<file path="src/rtl/phy_link_manager.sv">
// PHY link manager: brings an Ethernet PHY out of reset over MDIO, writes the
// control register once, then polls BMSR/PSSR and reports link and speed.
module phy_link_manager #(
  parameter int          MDC_DIV    = 10,
  parameter logic [4:0]  PHY_ADDR   = 5'd0,
  parameter int          SETTLE_CYC = 250000,
  parameter int          POLL_CYC   = 500000,
  parameter logic [15:0] CTRL_VAL   = 16'h1340
) (
  input  logic       clk_50_max10,
  input  logic       resetn,
  input  logic       phy_resetn,
  input  logic       restart,
  output logic       mdc,
  output logic       mdio_out,
  output logic       mdio_oen,
  input  logic       mdio_in,
  output logic       link_up,
  output logic [1:0] speed,
  output logic       set_1000,
  output logic       set_10,
  output logic       cfg_done,
  output logic       mdio_err
);

  localparam logic [2:0] IDLE      = 3'd0;
  localparam logic [2:0] SETTLE    = 3'd1;
  localparam logic [2:0] WR_CTRL   = 3'd2;
  localparam logic [2:0] WAIT_POLL = 3'd3;
  localparam logic [2:0] RD_BMSR   = 3'd4;
  localparam logic [2:0] RD_PSSR   = 3'd5;
  localparam logic [2:0] UPDATE    = 3'd6;

  localparam int CNT_MAX = (SETTLE_CYC > POLL_CYC) ? SETTLE_CYC : POLL_CYC;
  localparam int CNT_W   = $clog2(CNT_MAX + 1);
  localparam int DIV_W   = (MDC_DIV > 1) ? $clog2(MDC_DIV + 1) : 1;

  localparam logic [CNT_W-1:0] SETTLE_LAST = CNT_W'(SETTLE_CYC - 1);
  localparam logic [CNT_W-1:0] POLL_LAST   = CNT_W'(POLL_CYC - 1);
  localparam logic [DIV_W-1:0] DIV_LAST    = DIV_W'(MDC_DIV - 1);

  // Full 64-bit management frame; read frames carry 1s after REGAD since the
  // pad is released there anyway.
  function automatic logic [63:0] frame_word(input logic rd, input logic [4:0] regad);
    return {32'hFFFF_FFFF, 2'b01, (rd ? 2'b10 : 2'b01), PHY_ADDR, regad,
            (rd ? 2'b11 : 2'b10), (rd ? 16'hFFFF : CTRL_VAL)};
  endfunction

  // PSSR speed code 11 is reserved and reported as 10M.
  function automatic logic [1:0] map_speed(input logic [1:0] raw);
    return (raw == 2'b11) ? 2'b00 : raw;
  endfunction

  logic [2:0]       state, nxt_state;
  logic [CNT_W-1:0] wait_cnt;
  logic             pend;
  logic             frm_start, frm_act, frm_done, frm_rd, ta_ok;
  logic             nxt_rd;
  logic [4:0]       nxt_reg;
  logic [63:0]      nxt_word;
  logic [DIV_W-1:0] div_cnt;
  logic [5:0]       bit_cnt;
  logic             mdc_rise, mdc_fall;
  logic [62:0]      frm_sh;
  logic [15:0]      rd_sh;
  logic             bmsr_link, bmsr_ok, pssr_link, pssr_ok;
  logic [1:0]       pssr_spd;

  assign mdc_rise = frm_act && (div_cnt == DIV_LAST) && !mdc;
  assign mdc_fall = frm_act && (div_cnt == DIV_LAST) && mdc;

  // Next-state decode; a low phy_resetn overrides everything.
  always_comb begin
    nxt_state = state;
    case (state)
      IDLE:      if (phy_resetn) nxt_state = SETTLE;
      SETTLE:    if (wait_cnt == SETTLE_LAST) nxt_state = WR_CTRL;
      WR_CTRL:   if (frm_done) nxt_state = WAIT_POLL;
      WAIT_POLL: if (pend) nxt_state = WR_CTRL;
                 else if (wait_cnt == POLL_LAST) nxt_state = RD_BMSR;
      RD_BMSR:   if (frm_done) nxt_state = RD_PSSR;
      RD_PSSR:   if (frm_done) nxt_state = UPDATE;
      UPDATE:    nxt_state = WAIT_POLL;
      default:   nxt_state = IDLE;
    endcase
    if (!phy_resetn) nxt_state = IDLE;
  end

  // A frame is launched on the edge that enters one of the frame states.
  always_comb begin
    frm_start = (nxt_state != state) &&
                ((nxt_state == WR_CTRL) || (nxt_state == RD_BMSR) || (nxt_state == RD_PSSR));
    nxt_rd    = (nxt_state != WR_CTRL);
    nxt_reg   = (nxt_state == RD_BMSR) ? 5'd1 : ((nxt_state == RD_PSSR) ? 5'd17 : 5'd0);
    nxt_word  = frame_word(nxt_rd, nxt_reg);
  end

  // Sequencer state, wait counter, restart pending flag and link status outputs.
  always_ff @(posedge clk_50_max10 or negedge resetn) begin
    if (!resetn) begin
      state    <= IDLE;
      wait_cnt <= '0;
      pend     <= 1'b0;
      cfg_done <= 1'b0;
      link_up  <= 1'b0;
      speed    <= 2'b00;
      mdio_err <= 1'b0;
    end else begin
      state <= nxt_state;
      if (nxt_state != state)
        wait_cnt <= '0;
      else if ((state == SETTLE) || (state == WAIT_POLL))
        wait_cnt <= wait_cnt + 1'b1;

      if (!phy_resetn) begin
        pend     <= 1'b0;
        cfg_done <= 1'b0;
        link_up  <= 1'b0;
      end else begin
        if ((nxt_state == WR_CTRL) && (state != WR_CTRL)) begin
          pend     <= 1'b0;
          cfg_done <= 1'b0;
        end else if (restart && (state != IDLE) && (state != SETTLE)) begin
          pend <= 1'b1;
        end
        if ((state == WR_CTRL) && frm_done)
          cfg_done <= 1'b1;
        if (state == UPDATE) begin
          if (bmsr_ok && pssr_ok) begin
            link_up  <= bmsr_link & pssr_link;
            speed    <= map_speed(pssr_spd);
            mdio_err <= 1'b0;
          end else begin
            link_up  <= 1'b0;
            mdio_err <= 1'b1;
          end
        end
      end
    end
  end

  // MDC divider and bit sequencing; pad outputs move only when MDC falls.
  always_ff @(posedge clk_50_max10 or negedge resetn) begin
    if (!resetn) begin
      frm_act  <= 1'b0;
      frm_done <= 1'b0;
      frm_rd   <= 1'b0;
      ta_ok    <= 1'b0;
      mdc      <= 1'b0;
      mdio_out <= 1'b1;
      mdio_oen <= 1'b1;
      div_cnt  <= '0;
      bit_cnt  <= '0;
    end else begin
      frm_done <= 1'b0;
      if (!phy_resetn) begin
        frm_act  <= 1'b0;
        mdc      <= 1'b0;
        mdio_out <= 1'b1;
        mdio_oen <= 1'b1;
        div_cnt  <= '0;
        bit_cnt  <= '0;
      end else if (frm_start) begin
        frm_act  <= 1'b1;
        frm_rd   <= nxt_rd;
        ta_ok    <= 1'b0;
        mdc      <= 1'b0;
        mdio_out <= nxt_word[63];
        mdio_oen <= 1'b0;
        div_cnt  <= '0;
        bit_cnt  <= '0;
      end else if (frm_act) begin
        if (div_cnt == DIV_LAST) begin
          div_cnt <= '0;
          mdc     <= ~mdc;
          if (mdc_fall) begin
            if (bit_cnt == 6'd63) begin
              frm_act  <= 1'b0;
              frm_done <= 1'b1;
              mdio_out <= 1'b1;
              mdio_oen <= 1'b1;
              bit_cnt  <= '0;
            end else begin
              bit_cnt  <= bit_cnt + 1'b1;
              mdio_out <= frm_sh[62];
              mdio_oen <= frm_rd && (bit_cnt >= 6'd45);
            end
          end else if (frm_rd && (bit_cnt == 6'd47)) begin
            ta_ok <= ~mdio_in;
          end
        end else begin
          div_cnt <= div_cnt + 1'b1;
        end
      end
    end
  end

  // Frame shift data, read-data capture and per-register status snapshots.
  always_ff @(posedge clk_50_max10) begin
    if (frm_start)
      frm_sh <= nxt_word[62:0];
    else if (mdc_fall)
      frm_sh <= {frm_sh[61:0], 1'b1};
    if (mdc_rise && frm_rd && (bit_cnt >= 6'd48))
      rd_sh <= {rd_sh[14:0], mdio_in};
    if (frm_done && (state == RD_BMSR)) begin
      bmsr_link <= rd_sh[2];
      bmsr_ok   <= ta_ok;
    end
    if (frm_done && (state == RD_PSSR)) begin
      pssr_link <= rd_sh[11] & rd_sh[10];
      pssr_spd  <= rd_sh[15:14];
      pssr_ok   <= ta_ok;
    end
  end

  // MAC speed-force strobes follow the reported status one cycle later.
  always_ff @(posedge clk_50_max10 or negedge resetn) begin
    if (!resetn) begin
      set_1000 <= 1'b0;
      set_10   <= 1'b0;
    end else if (!phy_resetn) begin
      set_1000 <= 1'b0;
      set_10   <= 1'b0;
    end else begin
      set_1000 <= link_up && (speed == 2'b10);
      set_10   <= link_up && (speed == 2'b00);
    end
  end

endmodule

</file>
<file path="config.mk">
export PLATFORM = sky130hd
export DESIGN_NAME = phy_link_manager
export DESIGN_NICKNAME = d
export VERILOG_FILES = /design/src/rtl/phy_link_manager.sv
export SDC_FILE = /design/constraint.sdc
export NUM_CORES = 1
export LEC_CHECK = 0
export BUFFER_PORTS_ARGS = -buffer_cell sky130_fd_sc_hd__buf_4
export CORE_UTILIZATION = 60
export CTS_CLUSTER_SIZE = 30
export DETAILED_ROUTE_END_ITERATION = 10
export HOLD_SLACK_MARGIN = 0.08
export PLACE_DENSITY = 0.78
export SLEW_MARGIN = 40
export SYNTH_ARGS = -nofsm -noshare
export SYNTH_HDL_FRONTEND = slang
export SYNTH_SLANG_ARGS = --single-unit
</file>
<file path="constraint.sdc">
create_clock -name clk_50_max10 -period 6.3 [get_ports clk_50_max10]
set_clock_uncertainty 0.05 [all_clocks]
set_input_delay 0.945 -clock clk_50_max10 [delete_from_list [all_inputs] [get_ports clk_50_max10]]
set_output_delay 0.945 -clock clk_50_max10 [all_outputs]
set_load 0.05 [all_outputs]
</file>
==> flow_summary_export.csv <==
group,metric,value,unit
layout,nets,550,
synthesis,ys_types,52,
timing,worstMarginPinSlew,0.747,ns
synthesis,synth_top_area_cell,"edfxtp_1",
timing,period_share,57.9,%
worst_setup_path,crit_chain,"ha_1, and3_1, and3_1, a311o_1, o211a_1, a41oi_4, o21ai_4, buf_4, nand2_2",
worst_setup_path,path_class,"flop to flop",
detailed_routing,postRouteAntennaNets,0,
synthesis,synth_fp_nets,547,
detailed_routing,topRoutingLayerUsed,"met4",
cts,hold_buffers,0,
hold_path,hold_path.class,"flop to flop",
cts,clockBufferDepth,2,
power_and_ir_drop,power_density,293,nW/um^2
global_route,antenna_found_initial,0,
worst_setup_path,crit_path_start_kind,"flop",
cts,numCtsBuffers,17,
detailed_routing,wl_met1,4480,um
floorplanning,fp.dieArea,9680,um^2
timing,period_minus_slack,3.65,ns
detailed_routing,dr.pass1.iters,7,
worst_setup_path,worstPathMaxFanout,60,
synthesis,yosysWarnings,0,
worst_setup_path,slowest_stage,"a41oi_4",
worst_setup_path,r2r-start,"wait_cnt[0]",
floorplanning,die_w,98.4,um
cts,post_cts_buffers,0,
cts,cts_tree,"built",
timing,rsz0062_at_grt,"false",
worst_setup_path,critPathLaunch,"wait_cnt[0]",
cts,cts_resized,0,
global_route,grt_use_total,22.4,%
floorplanning,boundaryPins,15,
status,status,"complete, no violations",
timing,slew_headroom,50.2,%
detailed_routing,drc_errors,0,
cts,clock-sinks,132,
worst_setup_path,crit_arrival,3.74,ns
synthesis,synth_edf_count,47,
layout,fill_cells,647,
detailed_routing,wl_per_cell,15.0,um
worst_setup_path,endpoint_kind,"flop",
cts,cts_root_buffer,"clkbuf_8",
detailed_routing,dr_wl_met2,4960,um
floorplanning,die_h,98.4,um
detailed_routing,viasPerCell,5.87,
job,maxCapViolCount,0,
worst_setup_path,path_delay_family,"compound AO/OA/AOI/OAI gates",
detailed_routing,routed_wl,9890,um
worst_setup_path,rr_worst_depth,9,
worst_setup_path,worstSetupEndpoint,"frm_sh[8]",
cts,insertion_delay,0.51,ns
layout,area_growth,12.2,%
worst_setup_path,cpMostUsedCell,"and3_1",
layout,diodes,0,
synthesis,synth_area_leaders,"edfxtp_1, dfrtp_1, dfxtp_1, nand2_1, nand3_1",
synthesis,async_reset_ff_share,35.6,%
place,hpwl,5950,um
place,port_buffers,14,
global_route,grt-ovfl-total,0,
timing,timing.hold.ws,0.368,ns
synthesis,synth_ff_type,"edfxtp_1",
layout,final_common_cell,"nand2_1",
floorplanning,start_util,63.0,%
global_route,grt_max_degree,71,
worst_setup_path,critPathMaxStageDelay,0.65,ns
floorplanning,coreArea,8850,um^2
worst_setup_path,crit_buf_inv,1,
synthesis,avgSynthCellArea,10.4,um^2
synthesis,synth_top_area_share,25.3,%
layout,final_cell_mix,"nand2_1, edfxtp_1, nand3_1",
synthesis,synth_cells,536,
timing,finalHoldViolCount,0,
synthesis,yosysSeqAreaShare,60.1,%
cts,htreeDepth,4,
cts,path_clk_slew,0.06,ns
worst_setup_path,required,6.39,ns
global_route,grt_pass1_vias,3722,
worst_setup_path,rr_endpoint,"frm_sh[8]",
timing,fmax,274,MHz
worst_setup_path,cp.depth,9,
timing,tns,0,ns
detailed_routing,routed-via-count,3877,
detailed_routing,wl_met3,366,um
floorplanning,rows,34,
power_and_ir_drop,power_leakage,0.00265,uW
detailed_routing,first_iter_violations,218,
timing,slew_viol_final,0,
place,place.gp.congestion,0.917,
worst_setup_path,r2r_slack,2.65,ns
layout,drive_gt1_share,12.0,%
power_and_ir_drop,ir_drop,177,uV
synthesis,synth_area,5580,um^2
timing,setup_viol,0,
synthesis,ys_ff_latch,132,
global_route,grt_pass1_wl,17000,um
-- metal layers --
metal / GRT usage (%) / up-vias
li1: - / 1879
met1: 28.5 / 1913
met2: 37.6 / 75
met3: 6.37 / 10
met5: 0 / -
met4: 6.66 / 0
-- synthesized netlist by cell type (2+ instances only) --
library cell,n
nand2_1,115
edfxtp_1,47
nand3_1,46
dfrtp_1,45
dfxtp_1,38
nor2_1,31
nor3_1,22
clkbuf_1,19
a21oi_1,18
xor2_1,18
and3_1,13
inv_1,13
o21ai_0,12
buf_2,10
a31o_1,9
nand4_1,7
a31o_2,6
ha_1,6
and2_1,5
a31oi_1,4
xnor2_1,4
a21o_1,3
a311o_1,3
buf_6,3
nand3b_1,3
nor2b_1,3
and4b_1,2
dfstp_2,2
mux2i_1,2
nand4bb_1,2
nor4_1,2
o211a_1,2
o21a_1,2
-- area by class of cell --
class                      count  area (um^2)  share of cell area [%]
multi-input combinational    359         2040                    32.6
inverter                      13         48.8                   0.780
sequential                   132         3350                    53.6
tap                          108          135                    2.16
timing repair buffer          16          120                    1.92
clock buffer                  21          474                    7.58
clock inverter                11         87.6                    1.40
-- per-stage QoR --
| step | util [%] | setup WS, ns | total power [uW] | std cells | instance area (um^2) |
|---|---|---|---|---|---|
| after detailed placement | 64.4 | 2.23 | 939 | 628 | 5690 |
| final | 70.7 | 2.65 | 1830 | 660 | 6260 |
| after global routing | 70.7 | 2.44 | 1890 | 660 | 6260 |
| after floorplan | - | 3.23 | 926 | 536 | 5580 |
| after CTS | 70.7 | 2.65 | 1850 | 660 | 6260 |
| after global placement | 64.3 | 2.05 | 937 | 628 | 5690 |
-- power breakdown --
| group | switching (uW) | total, uW | internal, uW |
|---|---|---|---|
| clock | 373 | 913 | 540 |
| sequential | 5.29 | 893 | 888 |
| combinational | 18.8 | 27.9 | 9.10 |
-- cell families after synthesis --
family | Yosys count | synth area share, %
compound gates | 68 | 8.91
xor+xnor | 22 | 3.46
fa+ha+maj | 6 | 1.35
buf+inv | 45 | 3.66
flops | 132 | 60.1
mux | 2 | 0.359
simple gates | 261 | 22.2
-- worst register-to-register path: cells and delay by family (launching register included) --
| family | cells | cell delay, ns |
|---|---|---|
| AO/OA/AOI/OAI | 4 | 1.26 |
| AND/OR/NAND/NOR | 3 | 0.97 |
| flip-flops | 1 | 0.42 |
| buffers and inverters | 1 | 0.33 |
| adder cells (fa/ha/maj) | 1 | 0.23 |
-- registers in the layout, summed over array words and instances, names as in the netlist, 2 cells and up --
name	cells
frm_sh	63
wait_cnt	19
rd_sh	16
bit_cnt	6
div_cnt	4
state	3
pssr_spd	2
speed	2
-- how the worst min path moves through the flow --
stage	from	to	slack, ns	depth (start not counted)
finish	rd_sh[8]	rd_sh[9]	0.37	0
detailed placement	rd_sh[8]	rd_sh[9]	0.36	0
global route	rd_sh[8]	rd_sh[9]	0.37	0
CTS	rd_sh[0]	rd_sh[1]	0.37	0
global placement	rd_sh[7]	rd_sh[8]	0.36	0
floorplan	rd_sh[15]	pssr_spd[1]	0.35	0
Power figures use the tool's default switching activity.
